===== src/rtl/multicycle_control.sv =====
// ---------------------------------------------------------------------------
// multicycle_control
//
// Main control unit of a multicycle MIPS-style datapath. A twelve-state Moore
// FSM steps each instruction through fetch, decode and its execute/memory/
// write-back states, driving the datapath mux selects and write enables.
//
// Optional feature (compile-time macro): MULTICYCLE_MEM_WAIT_EN
//   When defined, FETCH, MEMREAD and MEMWRITE hold until MemReady=1. PCWrite
//   and IRWrite are qualified by MemReady in FETCH so the PC advances exactly
//   once per fetch. When undefined, MemReady is ignored.
//
// Ports
//   clk          in   clock, rising-edge active
//   reset        in   asynchronous active-high reset, forces FETCH
//   Opcode[3:0]  in   IR[15:12]; sampled in DECODE and MEMADDR only
//   MemReady     in   memory-access-complete (wait-state build only)
//   PCWrite      out  unconditional PC load
//   PCWriteCond  out  PC load qualified externally by ALU Zero
//   IRWrite      out  instruction register load
//   MemRead      out  memory read strobe
//   MemWrite     out  memory write strobe
//   IorD         out  memory address select: 0 PC, 1 ALUOut
//   RegWrite     out  register file write enable
//   RegDst       out  write register select: 0 rt, 1 rd
//   MemtoReg     out  write data select: 0 ALUOut, 1 MDR
//   ALUSrcA      out  ALU A select: 0 PC, 1 register A
//   ALUSrcB[1:0] out  ALU B select: 00 B, 01 const 1, 10/11 sign-ext imm
//   ALUOp[1:0]   out  11 add, 01 subtract, 00 decode Function field
//   PCSource[1:0]out  PC mux: 00 ALU result, 01 ALUOut, 10 jump target
//   State[3:0]   out  current state code (debug)
//   IllegalOp    out  one-cycle pulse in the FETCH following a DECODE of an
//                     illegal opcode
// ---------------------------------------------------------------------------
module multicycle_control (
    input  logic       clk,
    input  logic       reset,
    input  logic [3:0] Opcode,
    input  logic       MemReady,
    output logic       PCWrite,
    output logic       PCWriteCond,
    output logic       IRWrite,
    output logic       MemRead,
    output logic       MemWrite,
    output logic       IorD,
    output logic       RegWrite,
    output logic       RegDst,
    output logic       MemtoReg,
    output logic       ALUSrcA,
    output logic [1:0] ALUSrcB,
    output logic [1:0] ALUOp,
    output logic [1:0] PCSource,
    output logic [3:0] State,
    output logic       IllegalOp
);

    typedef enum logic [3:0] {
        FETCH    = 4'd0,
        DECODE   = 4'd1,
        MEMADDR  = 4'd2,
        MEMREAD  = 4'd3,
        MEMWB    = 4'd4,
        MEMWRITE = 4'd5,
        EXEC     = 4'd6,
        RWB      = 4'd7,
        BRANCH   = 4'd8,
        JUMP     = 4'd9,
        IMMEXEC  = 4'd10,
        IMMWB    = 4'd11
    } state_t;

    typedef enum logic [3:0] {
        OP_RTYPE = 4'b0000,
        OP_LW    = 4'b0001,
        OP_SW    = 4'b0010,
        OP_BEQ   = 4'b0011,
        OP_ADDI  = 4'b0100,
        OP_J     = 4'b0101
    } opcode_t;

    typedef struct packed {
        logic       pc_write;
        logic       pc_write_cond;
        logic       ir_write;
        logic       mem_read;
        logic       mem_write;
        logic       iord;
        logic       reg_write;
        logic       reg_dst;
        logic       mem_to_reg;
        logic       alu_src_a;
        logic [1:0] alu_src_b;
        logic [1:0] alu_op;
        logic [1:0] pc_source;
    } ctrl_t;

    // Control word for each state; anything not set stays 0.
    function automatic ctrl_t decode_state(input state_t s);
        ctrl_t c;
        c = '0;
        case (s)
            FETCH: begin
                c.mem_read  = 1'b1;
                c.ir_write  = 1'b1;
                c.alu_src_b = 2'b01;
                c.alu_op    = 2'b11;
                c.pc_write  = 1'b1;
            end
            DECODE: begin
                c.alu_src_b = 2'b11;
                c.alu_op    = 2'b11;
            end
            MEMADDR: begin
                c.alu_src_a = 1'b1;
                c.alu_src_b = 2'b10;
                c.alu_op    = 2'b11;
            end
            MEMREAD: begin
                c.mem_read = 1'b1;
                c.iord     = 1'b1;
            end
            MEMWB: begin
                c.reg_write  = 1'b1;
                c.mem_to_reg = 1'b1;
            end
            MEMWRITE: begin
                c.mem_write = 1'b1;
                c.iord      = 1'b1;
            end
            EXEC: begin
                c.alu_src_a = 1'b1;
            end
            RWB: begin
                c.reg_write = 1'b1;
                c.reg_dst   = 1'b1;
            end
            BRANCH: begin
                c.alu_src_a     = 1'b1;
                c.alu_op        = 2'b01;
                c.pc_write_cond = 1'b1;
                c.pc_source     = 2'b01;
            end
            JUMP: begin
                c.pc_write  = 1'b1;
                c.pc_source = 2'b10;
            end
            IMMEXEC: begin
                c.alu_src_a = 1'b1;
                c.alu_src_b = 2'b10;
                c.alu_op    = 2'b11;
            end
            IMMWB: begin
                c.reg_write = 1'b1;
            end
            default: c = '0;
        endcase
        return c;
    endfunction

    state_t state_q, state_d;
    ctrl_t  ctrl_q;
    logic   illegal_q, illegal_d;
    logic   mem_go;

`ifdef MULTICYCLE_MEM_WAIT_EN
    assign mem_go = MemReady;
`else
    // MemReady has no role without wait states.
    logic unused_mem_ready;
    assign unused_mem_ready = MemReady;
    assign mem_go           = 1'b1;
`endif

    always_comb begin
        state_d   = state_q;
        illegal_d = 1'b0;
        case (state_q)
            FETCH:    state_d = mem_go ? DECODE : FETCH;
            DECODE: begin
                case (Opcode)
                    OP_RTYPE:     state_d = EXEC;
                    OP_LW, OP_SW: state_d = MEMADDR;
                    OP_BEQ:       state_d = BRANCH;
                    OP_ADDI:      state_d = IMMEXEC;
                    OP_J:         state_d = JUMP;
                    default: begin
                        state_d   = FETCH;
                        illegal_d = 1'b1;
                    end
                endcase
            end
            // Only SW goes to MEMWRITE; everything else reaching here is a load.
            MEMADDR:  state_d = (Opcode == OP_SW) ? MEMWRITE : MEMREAD;
            MEMREAD:  state_d = mem_go ? MEMWB : MEMREAD;
            MEMWB:    state_d = FETCH;
            MEMWRITE: state_d = mem_go ? FETCH : MEMWRITE;
            EXEC:     state_d = RWB;
            RWB:      state_d = FETCH;
            BRANCH:   state_d = FETCH;
            JUMP:     state_d = FETCH;
            IMMEXEC:  state_d = IMMWB;
            IMMWB:    state_d = FETCH;
            default:  state_d = FETCH;
        endcase
    end

    // The control word is registered from the next state, so it always equals
    // the decode of the state register (Moore) without a combinational decoder.
    always_ff @(posedge clk or posedge reset) begin
        if (reset) begin
            state_q   <= FETCH;
            ctrl_q    <= decode_state(FETCH);
            illegal_q <= 1'b0;
        end else begin
            state_q   <= state_d;
            ctrl_q    <= decode_state(state_d);
            illegal_q <= illegal_d;
        end
    end

    // Fetch-side PC/IR loads wait for the memory so a stalled fetch cannot
    // bump the PC more than once; JUMP's PCWrite is unaffected.
    logic fetch_hold;
    assign fetch_hold = (state_q == FETCH) && !mem_go;

    assign PCWrite     = ctrl_q.pc_write & ~fetch_hold;
    assign PCWriteCond = ctrl_q.pc_write_cond;
    assign IRWrite     = ctrl_q.ir_write & ~fetch_hold;
    assign MemRead     = ctrl_q.mem_read;
    assign MemWrite    = ctrl_q.mem_write;
    assign IorD        = ctrl_q.iord;
    assign RegWrite    = ctrl_q.reg_write;
    assign RegDst      = ctrl_q.reg_dst;
    assign MemtoReg    = ctrl_q.mem_to_reg;
    assign ALUSrcA     = ctrl_q.alu_src_a;
    assign ALUSrcB     = ctrl_q.alu_src_b;
    assign ALUOp       = ctrl_q.alu_op;
    assign PCSource    = ctrl_q.pc_source;
    assign State       = state_q;
    assign IllegalOp   = illegal_q;

endmodule


===== config.mk =====
export PLATFORM = sky130hd
export DESIGN_NAME = multicycle_control
export DESIGN_NICKNAME = d
export VERILOG_FILES = /design/src/rtl/multicycle_control.sv
export SDC_FILE = /design/constraint.sdc
export NUM_CORES = 1
export LEC_CHECK = 0
export CORE_MARGIN = 3
export CORE_UTILIZATION = 41
export CTS_CLUSTER_SIZE = 20
export DETAILED_ROUTE_END_ITERATION = 7
export PLACE_DENSITY = 0.85
export REMOVE_ABC_BUFFERS = 1
export SLEW_MARGIN = 20
export SYNTH_ARGS = -nofsm -noshare
export SYNTH_HDL_FRONTEND = slang
export SYNTH_SLANG_ARGS = --single-unit

===== constraint.sdc =====
create_clock -name clk -period 1.7 [get_ports clk]
set_clock_uncertainty 0.15 [all_clocks]
set_input_delay 0.17 -clock clk [delete_from_list [all_inputs] [get_ports clk]]
set_output_delay 0.17 -clock clk [all_outputs]
set_load 0.1 [all_outputs]

==> flow_metrics.env <==
export IMPL_ant_nets=0
export IMPL_grt_max_degree=21
export IMPL_coreArea_um2=2230
export IMPL_status="complete, but fails checks"
export IMPL_viasPerCell=5.52
export IMPL_syn_inst=85
export IMPL_wl_per_cell_um=17.8
export IMPL_tritoncts="yes"
export IMPL_die_y_um=54.9
export IMPL_yosysTopAreaCellShare_pct=35.7
export IMPL_drc=0
export IMPL_initial_core_util_pct=44.0
export IMPL_finalSetupTns_ns=-0.118
export IMPL_yosysSeqAreaShare_pct=51.7
export IMPL_clk_insertion_delay_late_ns=0.30
export IMPL_final_nets=139
export IMPL_grt_pass1_wl_mm=3.97
export IMPL_finalSetupViolCount=4
export IMPL_drive_gt1_share_pct=58.0
export IMPL_post_route_period_util_pct=103
export IMPL_cp_start_kind="register"
export IMPL_rsz0062_at_grt="yes"
export IMPL_synthFlopType="dfrtp_1"
export IMPL_syn_avg_cell_area_um2=11.6
export IMPL_cts_sinks=20
export IMPL_end_kind="register"
export IMPL_diodes=0
export IMPL_hp_class="in2async"
export IMPL_clk_pin_slew_ns=0.11
export IMPL_fmax_mhz=569
export IMPL_cts_buffers=3
export IMPL_die_area_um2=3020
export IMPL_synthArstFlopShare_pct=100
export IMPL_die_w_um=54.9
export IMPL_area_growth_pct=73.4
export IMPL_critPathMaxFanout=4
export IMPL_synthTopCellsByArea="dfrtp_1 36%, dfstp_2 16%, buf_6 5.7%"
export IMPL_critPathRequiredTime_ns=1.76
export IMPL_routed_wl_mm=2.83
export IMPL_tightest_slew_ns=0.349
export IMPL_ctsHtreeMaxLevel=1
export IMPL_hpwl_mm=1.85
export IMPL_worst_setup_path_type="reg2reg"
export IMPL_drt_iter0_drc=24
export IMPL_num_vias=878
export IMPL_clockBufferDepth=2
export IMPL_io_buffers=26
export IMPL_ys_warnings_count=0
export IMPL_ios=28
export IMPL_grt_pass1_vias=865
export IMPL_cts_root_buf="clkbuf_4"
export IMPL_max_slew_margin_rel_pct=76.4
export IMPL_synth_area_leader_cell="dfrtp_1"
export IMPL_synth_enable_flop_cells=0
export IMPL_drv_slew=0
export IMPL_maxCapViolCount=0
export IMPL_gp_congestion=1.02
export IMPL_syn_cell_area_um2=982
export IMPL_firstDrtPassIters=4
export IMPL_overflow=0
export IMPL_violations="negative setup slack"
export IMPL_min_period_ns=1.76
export IMPL_final_core_util_pct=76.2
export IMPL_final_hold_viol_count=0
export IMPL_fin_ws_ns=-0.0584
export IMPL_crit_arrival_ns=1.82
export IMPL_layout_common_cells="21 x buf_12, 21 x buf_4, 10 x dfrtp_1, 7 x nor2_1, 6 x dfstp_2"
export IMPL_grt_use_total_pct=18.8
export IMPL_synth_distinct_cells=40
export IMPL_antenna_found_initial=0
export IMPL_row_count=17
export IMPL_synth_seq_cells=20
state kept, by name, indices dropped and copies added, names as in the netlist:
| signal | cells |
|---|---|
| ALUSrcA | 1 |
| IllegalOp | 1 |
| ALUSrcB | 2 |
| State | 4 |
| ALUOp | 2 |
| MemtoReg | 1 |
| RegDst | 1 |
| PCWrite | 1 |
| IorD | 1 |
| IRWrite | 1 |
| PCSource | 2 |
| RegWrite | 1 |
| MemWrite | 1 |
| MemRead | 1 |
worst max-delay path, cell delays in order, from the launching register on:
cell      delay (ns)
dfrtp_2         0.46
buf_4           0.16
nor4bb_2        0.18
a31oi_1         0.30
nand2_2         0.15
o31ai_1         0.26
synthesized netlist by cell type (2+ instances only):
library cell   n
o21ai_0        4
a21oi_1        5
nor3_1         2
nand2_1        3
dfrtp_1       14
buf_6          5
dfstp_2        6
a211oi_1       2
inv_1          4
o2111ai_1      2
nor2_1         9
layout make-up:
class | count | area, µm²
Clock buffer | 4 | 26.3
Multi-Input combinational cell | 54 | 455
Inverter | 4 | 15.0
Timing Repair Buffer | 49 | 658
Tap cell | 28 | 35.0
Sequential cell | 20 | 513
Fill cell | 136 | 531
what timing repair did:
item,in CTS,in global routing
endpoints found under the setup margin,8,10
buffers inserted,2,3
pin swaps,3,5
hold buffers,0,0
resized for setup,6,18
layer usage:
metal	vias to the layer above	wire, µm	GRT usage (%)
met3	5	154	3.75
met2	38	1510	32.5
li1	400	-	-
met5	-	0	0
met4	0	29	7.69
met1	435	1130	22.8
kinds of logic after synthesis:
logic type | count (synthesis) | synth area share, %
flops | 20 | 51.7
simple gates | 27 | 16.8
fa+ha+maj | 1 | 1.02
buf+inv | 11 | 9.43
mux | 1 | 1.02
compound gates | 24 | 19.1
xor+xnor | 1 | 0.892
final timing paths:
| path | slack [ns] | cells after the start | end | from |
|---|---|---|---|---|
| hold reg to reg | 0.46 | 1 | MemWrite | State[2] |
| max in group asynchronous | 1.11 | 3 | ALUOp[1] | reset |
| min in group clk | 0.17 | 4 | IllegalOp | Opcode[3] |
| hold / removal | 0.02 | 3 | PCSource[0] | reset |
| setup reg to reg | -0.06 | 5 | MemRead | State[1] |
| setup / recovery | -0.06 | 5 | MemRead | State[1] |
stage by stage:
stage               instance area [µm²]  setup WS [ns]  std cells  hold WS (ns)
floorplan                           905         -0.730         78       -0.0206
global placement                   1550         -0.260        150         0.358
detailed placement                 1550         -0.369        150         0.370
CTS                                1610        -0.0403        156        0.0424
global route                       1700         -0.106        159        0.0397
finish                             1700        -0.0584        159        0.0224
Power is not shown: default switching activity piles up to over one toggle a cycle in this logic, so the estimate is an artifact.
